File: config.mk
export PLATFORM = sky130hd
export DESIGN_NAME = rr_mux_arbiter_16
export DESIGN_NICKNAME = d
export VERILOG_FILES = /design/src/rtl/rr_mux_arbiter_16_pkg.sv /design/src/rtl/rr_mux_arbiter_16_pick.sv /design/src/rtl/rr_mux_arbiter_16.sv
export SDC_FILE = /design/constraint.sdc
export NUM_CORES = 1
export LEC_CHECK = 0
export CAP_MARGIN = 20
export CORE_AREA = 3 3 226 228
export CTS_CLUSTER_DIAMETER = 60
export DETAILED_ROUTE_END_ITERATION = 16
export DIE_AREA = 0 0 229 231
export GPL_TIMING_DRIVEN = 1
export PLACE_DENSITY_LB_ADDON = 0.05
export SLEW_MARGIN = 20
export SYNTH_ARGS = -nofsm -noshare
export SYNTH_HDL_FRONTEND = slang
export SYNTH_SLANG_ARGS = --single-unit
export TNS_END_PERCENT = 1
File: constraint.sdc
create_clock -name clk -period 6.4 [get_ports clk]
set_input_delay 0.96 -clock clk [delete_from_list [all_inputs] [get_ports clk]]
set_output_delay 0.96 -clock clk [all_outputs]
set_load 0.05 [all_outputs]
File: src/rtl/rr_mux_arbiter_16_pkg.sv
// rr_mux_arbiter_16_pkg: shared sizes, FSM encoding and one-hot helper for the 16-way arbiter
package rr_mux_arbiter_16_pkg;
    localparam int NREQ = 16;
    localparam int SELW = 4;
    localparam int DW   = 32;

    typedef enum logic {IDLE = 1'b0, BUSY = 1'b1} state_t;

    function automatic logic [NREQ-1:0] onehot16(input logic [SELW-1:0] idx);
        onehot16 = NREQ'(1) << idx;
    endfunction
endpackage

File: src/rtl/rr_mux_arbiter_16_pick.sv
// rr_pick16: cyclic first-set-bit search over 16 requests starting at ptr_i
module rr_pick16
    import rr_mux_arbiter_16_pkg::*;
(
    input  logic [NREQ-1:0] req_i,
    input  logic [SELW-1:0] ptr_i,
    output logic [SELW-1:0] win_o,
    output logic            any_o
);
    logic [NREQ-1:0] rot;
    logic [SELW-1:0] idx;

    assign rot = NREQ'({req_i, req_i} >> ptr_i);

    // lowest set bit of the rotated vector is the nearest requester at or after ptr_i
    always_comb begin
        idx = '0;
        for (int i = NREQ - 1; i >= 0; i--) idx = rot[i] ? SELW'(i) : idx;
    end

    assign win_o = idx + ptr_i;
    assign any_o = |req_i;
endmodule

File: src/rtl/rr_mux_arbiter_16.sv
// rr_mux_arbiter_16: round-robin sharing of one 32-bit valid/ready channel among 16 sources
module rr_mux_arbiter_16
    import rr_mux_arbiter_16_pkg::*;
(
    input  logic                 clk,
    input  logic                 rst_n,
    input  logic [NREQ-1:0]      req,
    input  logic [NREQ*DW-1:0]   iData,
    input  logic                 o_ready,
    output logic                 o_valid,
    output logic [DW-1:0]        o_data,
    output logic [SELW-1:0]      o_src,
    output logic [NREQ-1:0]      ack,
    output logic                 busy
);
    state_t          state_q, state_d;
    logic [SELW-1:0] ptr_q, ptr_d, src_q, src_d;
    logic [DW-1:0]   data_q, data_d;
    logic [SELW-1:0] win_idle, win_next, src_nx;
    logic            any_idle, any_next, hs;

    assign src_nx = src_q + 1'b1;
    assign hs     = (state_q == BUSY) && o_ready;

    rr_pick16 u_pick_idle (
        .req_i (req),
        .ptr_i (ptr_q),
        .win_o (win_idle),
        .any_o (any_idle)
    );

    // the just-served source is masked so a back-to-back re-pick cannot grant it twice in a row
    rr_pick16 u_pick_next (
        .req_i (req & ~onehot16(src_q)),
        .ptr_i (src_nx),
        .win_o (win_next),
        .any_o (any_next)
    );

    // grant from IDLE, or on a handshake advance the pointer and chain the next winner
    always_comb begin
        state_d = state_q;
        ptr_d   = ptr_q;
        src_d   = src_q;
        data_d  = data_q;
        if (state_q == IDLE && any_idle) begin
            state_d = BUSY;
            src_d   = win_idle;
            data_d  = iData[DW*win_idle +: DW];
        end else if (hs) begin
            ptr_d   = src_nx;
            src_d   = any_next ? win_next : src_q;
            data_d  = any_next ? iData[DW*win_next +: DW] : data_q;
            state_d = any_next ? BUSY : IDLE;
        end
    end

    // state and captured word; reset drops any pending word
    always_ff @(posedge clk or negedge rst_n) begin
        if (!rst_n) begin
            state_q <= IDLE;
            ptr_q   <= '0;
            src_q   <= '0;
            data_q  <= '0;
        end else begin
            state_q <= state_d;
            ptr_q   <= ptr_d;
            src_q   <= src_d;
            data_q  <= data_d;
        end
    end

    assign o_valid = state_q == BUSY;
    assign busy    = state_q == BUSY;
    assign o_src   = src_q;
    assign o_data  = data_q;
    assign ack     = hs ? onehot16(src_q) : '0;
endmodule

# After elaboration in Yosys (flattened, before gate mapping)
# Index checks and enable logic that the tools add are counted.
# word_totals
reg_bits,41
out_inout_bits,54
word_cells,66
# op_classes
addsub,3
shifts,5
n_reduce_logical,8
bitwise_logic,4
muxes,42
# op_table
cell,count
512-bit by 10-bit variable part select with 32-bit output,2
4-bit 2-to-1 mux,35
32-bit 2-to-1 mux,3
32-bit by 4-bit right shift with 16-bit output,2
16-bit OR reduction,2
16-bit AND,1
16-bit 2-to-1 mux,1
16-bit NOT,1
"1-bit by 4-bit << shifter with 16-bit output, first input constant",1
4-bit adder,2
"4-bit by 1-bit adder with 4-bit output, second input constant",1
2-bit AND reduction,2
2-bit nonzero test,2
1-bit 2-to-1 mux,3
1-bit logical AND,2
1-bit NOT,2

# Longest topological paths before layout
# Gate-level depths: netlist of the first run.
# depth
word_depth,25
mapped_depth,26
mapped_depth_nobuf,21

# Hierarchy
# From an unflattened synthesis of the first run, not the netlist that was laid out.
# hier_totals
cells_unflattened,1225
area_unflattened_um2,9967.1
# by_module_without_submodules
mod,cells_each,instances,area_each_um2
rr_mux_arbiter_16,1027,1,7601.0
rr_pick16 at u_pick_idle,99,1,1184.9
rr_pick16 at u_pick_next,99,1,1181.1

# Worst setup path after synthesis of the first run
# Ideal clock, no wire load.
# synth_timing
kind,register -> register
start,register src_q[0] (netlist: o_src[0])
end,register data_q[4] (netlist: o_data[4])
setup_time_ps,141
n_path_buf,5
required_ps,6259
stages_incl_launch_ff,24
synth_period_minus_slack_ps,6292
arrival_ps,6151
path_slack_ps,108
path_cell_list,dfrtp_1 > inv_2 > buf_2 > ha_1 > buf_4 > inv_2 > buf_2 > mux4_2 > mux4_2 > o21bai_1 > a21bo_2 > a41oi_1 > a21o_1 > ha_1 > inv_1 > fa_1 > mux2i_1 > clkbuf_1 > buf_1 > mux4_2 > mux2i_1 > nand3_1 > o22ai_1 > a31oi_1
# synth_lines
item,line_no,rtl
start: declaration,rr_mux_arbiter_16.sv:17,"logic [SELW-1:0] ptr_q, ptr_d, src_q, src_d;"
start signal: assignment,rr_mux_arbiter_16.sv:68,src_q <= src_d;
4-bit by 1-bit adder with 4-bit output (*),rr_mux_arbiter_16.sv:22,assign src_nx = src_q + 1'b1;
named net src_nx[0],rr_mux_arbiter_16.sv:19,"logic [SELW-1:0] win_idle, win_next, src_nx;"
32-bit by 4-bit right shift with 16-bit output,rr_mux_arbiter_16_pick.sv:13,"assign rot = NREQ'({req_i, req_i} >> ptr_i);"
4-bit 2-to-1 mux (16 in series),rr_mux_arbiter_16_pick.sv:18,for (int i = NREQ - 1; i >= 0; i--) idx = rot[i] ? SELW'(i) : idx;
4-bit adder (*),rr_mux_arbiter_16_pick.sv:21,assign win_o = idx + ptr_i;
512-bit by 10-bit variable part select with 32-bit output (*),rr_mux_arbiter_16.sv:53,data_d = any_next ? iData[DW*win_next +: DW] : data_q;
32-bit 2-to-1 mux (*),rr_mux_arbiter_16.sv:53,
32-bit 2-to-1 mux (*),rr_mux_arbiter_16.sv:50,end else if (hs) begin
32-bit 2-to-1 mux (*),rr_mux_arbiter_16.sv:46,if (state_q == IDLE && any_idle) begin
end signal: assignment,rr_mux_arbiter_16.sv:69,data_q <= data_d;
end: declaration,rr_mux_arbiter_16.sv:18,"logic [DW-1:0] data_q, data_d;"
# The timed path passes the listed nets; every way through them passes the cells marked *. The select of a mux whose other input is x is not followed.
# A chain may end at the register's enable or synchronous reset.

# Final worst setup path of the first run
# layout_timing
start,input req[6]
end,register data_q[23] (netlist: o_data[23])
# layout_between
elab_chain_cells,23
# layout_rtl
item,line_no,rtl
start: declaration,rr_mux_arbiter_16.sv:7,"input logic [NREQ-1:0] req,"
16-bit AND,rr_mux_arbiter_16.sv:34,".req_i (req & ~onehot16(src_q)),"
32-bit by 4-bit right shift with 16-bit output,rr_mux_arbiter_16_pick.sv:13,
4-bit 2-to-1 mux (16 in series),rr_mux_arbiter_16_pick.sv:18,
4-bit adder,rr_mux_arbiter_16_pick.sv:21,
512-bit by 10-bit variable part select with 32-bit output,rr_mux_arbiter_16.sv:53,
32-bit 2-to-1 mux,rr_mux_arbiter_16.sv:53,
32-bit 2-to-1 mux,rr_mux_arbiter_16.sv:50,
32-bit 2-to-1 mux,rr_mux_arbiter_16.sv:46,
# Parallel ways exist; a longest one is shown, timed or not. The select of a mux whose other input is x is not followed.

==> results of run 1 <==
## metrics by stage
stage	instances	area, µm²	utilization, %
finish	2290	15900	32.5
global route	2285	15900	32.5
CTS	2273	15900	32.3
detailed placement	2266	15700	32.0
global placement	2266	15700	32.0
floorplan	1049	8710	-
## cells in the mapped netlist, types with 10 or more instances
| cell | n |
|---|---|
| inv_1 | 11 |
| buf_1 | 11 |
| mux4_2 | 137 |
| a21boi_0 | 14 |
| o22ai_1 | 32 |
| a31oi_1 | 33 |
| nor2_1 | 25 |
| buf_2 | 16 |
| nand2_1 | 279 |
| mux2_2 | 13 |
| ha_1 | 12 |
| nor3_1 | 10 |
| o21ai_0 | 19 |
| mux2i_1 | 43 |
| clkbuf_1 | 69 |
| nand4_1 | 38 |
| nand3_1 | 167 |
| dfrtp_1 | 41 |
## logic make-up after synthesis
kind of cell	count (synthesis)	synth area share (%)
xor gates and xnor gates	5	0.589
adders and majority gates	14	2.18
and+or+nand+nor	554	28.6
AOI/OAI and AO/OA	123	9.03
muxes	193	42.0
buffers and inverters	119	5.74
DFF	41	11.8
## state kept, by name (all words and copies together) (netlist names)
| register | cells |
|---|---|
| o_data | 32 |
| o_src | 4 |
| ptr_q | 4 |
| busy | 1 |
## worst max-delay path by stage
stage	depth (start not counted)	slack [ns]	endpoint
6_report	20	0.31	o_data[23]$_DFFE_PN0P_
2_1_floorplan	23	0.11	o_data[4]$_DFFE_PN0P_
4_1_cts	22	0.06	o_data[25]$_DFFE_PN0P_
3_3_place_gp	22	-0.28	o_data[25]$_DFFE_PN0P_
5_1_grt	22	0.01	o_data[25]$_DFFE_PN0P_
3_5_place_dp	20	-0.25	o_data[25]$_DFFE_PN0P_
## layout make-up
cell class,count,area [µm²]
antenna,16,40.0
clock buffer,5,125
clock inverter,2,35.0
fill,5282,33100
inverter,17,63.8
multi-input combinational,889,7260
sequential,41,1030
tap,664,831
timing repair buffer,656,6550
## placed cells by master, fill, tap and decap left out, drive strengths merged, types with 3 or more instances in the layout
master,n
clkdlybuf4s50,583
nand2,279
nand3,167
mux4,137
buf,73
mux2i,43
dfrtp,41
nand4,38
a31oi,33
o22ai,32
nor2,25
o21ai,19
inv,17
diode,16
a21boi,14
mux2,13
ha,12
nor3,10
and2,9
nand2b,8
a21oi,7
nor2b,6
a21o,5
nor4,5
clkbuf,5
xnor2,3
## worst max-delay path: cells and delay by family
family / cells / cell delay [ns]
AO/OA/AOI/OAI: 7 / 1.11
adder cells (fa/ha/maj): 2 / 0.70
multiplexers: 5 / 2.11
buffers and inverters: 4 / 1.14
AND/OR/NAND/NOR: 2 / 0.20
## timing repair
action,in CTS,in global routing
setup endpoints to repair,0,7
endpoints found under the hold margin,0,0
resized for setup,0,2
## routing by layer
layer	wire length, µm	vias to the layer above
met2	30800	417
met3	4200	68
li1	-	5142
met5	207	-
met4	1100	30
met1	23400	5394
==> qor.yml, run 1 <==
syn_nets: 1594
cp_common_cell: "mux4_2"
die_x_um: 229
r2r_slack_ns: 0.48
grt-ovfl-total: 0
cts_max_path_buffers: 2
crit_type: "input port to register"
max_freq_mhz: 164
grt_max_degree: 103
post-cts-setup-buffers: 0
fin_ws_ns: 0.307
grt-busiest-layer: "met2"
slew_headroom_pct: 33.4
slew_viol_final: 0
hold_class: "register to register"
ys.flop_type: "dfrtp_1"
cts.clk_slew.worst_paths_ns: 0.07
clkSinkCount: 41
critPathMaxFanout: 21
layout.nets: 2155
via_per_inst: 4.83
synth_top_cell_by_area: "mux4_2"
required_ns: 6.57
io_buffers: 584
track_usage_pct: 21.5
min-delay-start: "ptr_q[0]$_DFFE_PN0P_"
finalHoldViolCount: 0
arrival_ns: 6.26
drive_gt1_share_pct: 15.5
antenna_found_initial: 32
worstPathCellList: "clkdlybuf4s50_1, o21ai_1, mux4_2, mux4_2, nor2b_1, o21bai_1, a21bo_2, a41oi_1, a21o_1, ha_1, inv_1, fa_1, mux2i_4, buf_12, mux4_2, mux2i_1, buf_4, nand3_1, o22ai_1, a31oi_1"
max_cap_viol_count: 0
wl_per_cell_um: 26.0
die_h_um: 231
end_kind: "register"
firstDrtPassIters: 5
whs_path_depth: 2
cts_max_level: 2
start_kind: "input port"
grt_pass1_wl_um: 83200
gp_congestion: 0.901
use_met2_pct: 38.4
reg2reg_to: "o_data[23]$_DFFE_PN0P_"
worst-r2r-cell-count: 22
drtIter0Drc: 737
synthCells: 1049
grt_pass1_vias: 11600
setup_tns_ns: 0
synth.area.top_cells: "mux4_2, nand2_1, dfrtp_1"
final_antenna_net_count: 0
use_met3_pct: 6.21
pin_count: 585
core_mm2: 0.0491
hold_buffers: 0
slowest_delay_ns: 0.66
die-area_mm2: 0.0529
synth-edff-count: 0
cts_tree: "done"
min_to: "ptr_q[0]$_DFFE_PN0P_"
ys_seq_area_share_pct: 11.8
r2r-start: "o_src[0]$_DFFE_PN0P_"
remaining_drc_errors: 0
row_count: 81
met1_usage_pct: 25.1
dp_slack_ns: -0.251
skew_ns: 0.0122
start_util_pct: 17.8
netlist_area_mm2: 0.00871
cp_slowest_cell: "clkdlybuf4s50_1"
cts_buffers: 5
startpoint: "req[6]"
ys_warn_count: 0
fin_crit_sh_pct: 95.2
ys_ff_latch: 41
tightest_slew_ns: 0.997
areaGrowthSynthToFinish_pct: 82.9
wirelength_um: 59600
vias: 11100
avgSynthCellArea_um2: 8.31
whs_ns: 0.487
synth_top_area_share_pct: 35.4
setup_viol: 0
status: "complete, no violations"
rsz0062_at_grt: "no"
post-route-min-period_ns: 6.09
clock_latency_ns: 0.30
ys_types: 45
ys_async_sr_fraction_pct: 100
cts_root_buf: "clkbuf_16"
dpl.hpwl_um: 49700
Power of run 1 is not shown: default switching activity piles up to over one toggle a cycle in this logic, so the estimate is an artifact.
==> run 2: changes to the inputs <==
CAP_MARGIN = default   (was 20)
==> results of run 2 <==
The final DEF is identical to that of run 1; final timing and power are the same.
Power of run 2 is left out for the same reason.
==> run 3: changes to the inputs <==
CORE_AREA = 3 3 228 230   (was 3 3 226 228)
DIE_AREA = 0 0 231 233   (was 0 0 229 231)
GPL_TIMING_DRIVEN = 0   (was 1)
MAX_ROUTING_LAYER = met4   (was default)
SYNTH_HIERARCHICAL = 1   (was default)
==> run 3 against run 2 <==
  * Synthesized cell count is 17% higher
  * Worst hold slack better by 0.027 ns
  * Via count is 17% higher
  * Register-to-register slack worse by 0.28 ns
  * Fmax is 1.8% lower
  * Area after synthesis is 14% higher
  * Critical path depth is 2 lower
  * Worst setup slack worse by 0.11 ns
  * Largest cell class unchanged
  * Highest routed layer is now met4
==> qor.yml, run 3 <==
cts_max_level: 2
synthTopCellsByCount: "o211ai_1, inv_1, clkbuf_1"
ys_warn_count: 6
skew_ns: 0.0147
die-area_mm2: 0.0538
synthCells: 1225
synth_xor_area_share_pct: 0.615
cts_tree: "done"
largest_register_ff_count: 32
post-route-min-period_ns: 6.20
cts_buffers: 5
remaining_drc_errors: 0
wirelength_um: 71300
finalNonFillerCells: 2517
gp_congestion: 0.883
synth-edff-count: 0
io_buffers: 584
firstDrtPassIters: 5
synth_top_area_share_pct: 30.7
final_antenna_net_count: 0
dpl.hpwl_um: 61300
setup_tns_ns: 0
arrival_ns: 6.41
synth_compound_area_share_pct: 40.0
grt_max_degree: 42
placed_area_mm2: 0.0167
layout.nets: 2360
row_count: 82
die_x_um: 231
slew_viol_final: 0
synthAdderAreaFrac_pct: 1.91
crit_type: "input port to register"
vias: 12900
whs_ns: 0.513
synthMuxAreaShare_pct: 26.4
cts_max_path_buffers: 2
fill_cells: 5397
start_util_pct: 19.9
final_cell_mix: "clkdlybuf4s50_1, o211ai_1, inv_1, clkbuf_1"
place_inst: 2481
cts.clk_slew.worst_paths_ns: 0.08
hold_buffers: 0
wl_per_cell_um: 28.3
syn_nets: 1770
grt_pass1_vias: 13200
rsz0062_at_grt: "yes"
required_ns: 6.61
fin_crit_sh_pct: 96.9
ys.flop_type: "dfrtp_1"
cts_root_buf: "clkbuf_16"
stdcell_area_mm2: 0.0170
drive_gt1_share_pct: 11.7
max_freq_mhz: 161
ys_ff_latch: 41
yosys.area_share.simple_pct: 6.77
post-cts-setup-buffers: 0
multi_input_area_mm2: 0.00763
hold_class: "register to register"
critPathMaxFanout: 10
grt_pass1_wl_um: 97200
die_h_um: 233
synth_top_cell_by_area: "o211ai_1"
clock_latency_ns: 0.31
setup_viol: 0
via_per_inst: 5.12
finalHoldViolCount: 0
yosysMostFrequentCell: "o211ai_1"
seqCellArea_mm2: 0.00103
pin_count: 585
status: "complete, no violations"
slew_headroom_pct: 44.6
end_kind: "register"
layout_commonest_cell: "clkdlybuf4s50_1"
track_usage_pct: 25.7
ys_async_sr_fraction_pct: 100
start_kind: "input port"
netlist_area_mm2: 0.00997
avgSynthCellArea_um2: 8.14
synth_top_family_by_area: "compound AO/OA/AOI/OAI gates"
clkSinkCount: 41
antenna_found_initial: 30
ys_seq_area_share_pct: 10.3
areaGrowthSynthToFinish_pct: 70.7
synth.area.top_cells: "o211ai_1, dfrtp_1, mux4_2"
max_cap_viol_count: 0
grt-ovfl-total: 0
drtIter0Drc: 959
tightest_slew_ns: 0.832
core_mm2: 0.0501
ys_types: 58
run 3: cell families (layout without fill, tap and decap cells):
family,Yosys count,after routing
AO/OA/AOI/OAI,523,523
XOR/XNOR,7,7
adder cells (fa/ha/maj),14,14
buffers and inverters,334,925
flip-flops,41,41
multiplexers,170,170
other,0,29
AND/OR/NAND/NOR,136,136
run 3: routing by layer:
layer | vias to the layer above | track usage [%] | routed length [µm]
met5 | - | - | 0
met4 | 0 | 4.63 | 1080
met3 | 40 | 6.73 | 5080
met2 | 517 | 43.6 | 35400
met1 | 6284 | 31.1 | 29800
li1 | 6053 | - | -
run 3: cell type report:
cell class              count  area share, %
diodes                     29          0.426
plain buffers             143           4.18
clock buffers               6          0.816
clock inverters             2          0.221
inverters                 190           4.19
multi-input cells         850           44.9
flip-flops and latches     41           6.03
well taps                 672           4.94
repair buffers            584           34.3
run 3: repair_timing:
item	CTS	global route
gates resized for setup	15	32
pin swaps	0	0
endpoints found under the setup margin	32	29
run 3: worst max-delay path: stages:
cell,delay (ns)
clkdlybuf4s50_1,0.54
a21boi_0,0.29
mux4_1,0.64
mux4_1,0.58
or2_4,0.29
nor2_1,0.08
o21ai_1,0.07
a31oi_1,0.32
ha_1,0.30
a21o_1,0.16
a21oi_1,0.16
xnor2_1,0.09
xnor2_1,0.22
and4b_1,0.22
a21oi_2,0.53
clkbuf_4,0.47
a41oi_2,0.13
a311oi_1,0.32
run 3: final timing paths:
| path | slack [ns] | cells after the start | start | to |
|---|---|---|---|---|
| worst max-delay path | 0.20 | 18 | req[3] | o_data[10]$_DFFE_PN0P_ |
| worst min-delay path | 0.51 | 2 | o_data[7]$_DFFE_PN0P_ | o_data[7]$_DFFE_PN0P_ |
| worst max register to register | 0.20 | 21 | o_src[0]$_DFFE_PN0P_ | o_data[6]$_DFFE_PN0P_ |
| worst min register to register | 0.51 | 2 | o_data[7]$_DFFE_PN0P_ | o_data[7]$_DFFE_PN0P_ |
| max in group asynchronous | 5.24 | 1 | rst_n | o_data[24]$_DFFE_PN0P_ |
| min in group asynchronous | 0.69 | 1 | rst_n | busy$_DFFE_PN0P_ |
run 3: stage by stage:
stage / util, % / setup slack (ns)
after floorplan: - / 1.05
after global placement: 33.3 / -0.875
after detailed placement: 33.3 / -0.914
after CTS: 33.7 / 0.0165
after global routing: 34.0 / -0.0790
final: 34.0 / 0.196
Power of run 3 is left out for the same reason.
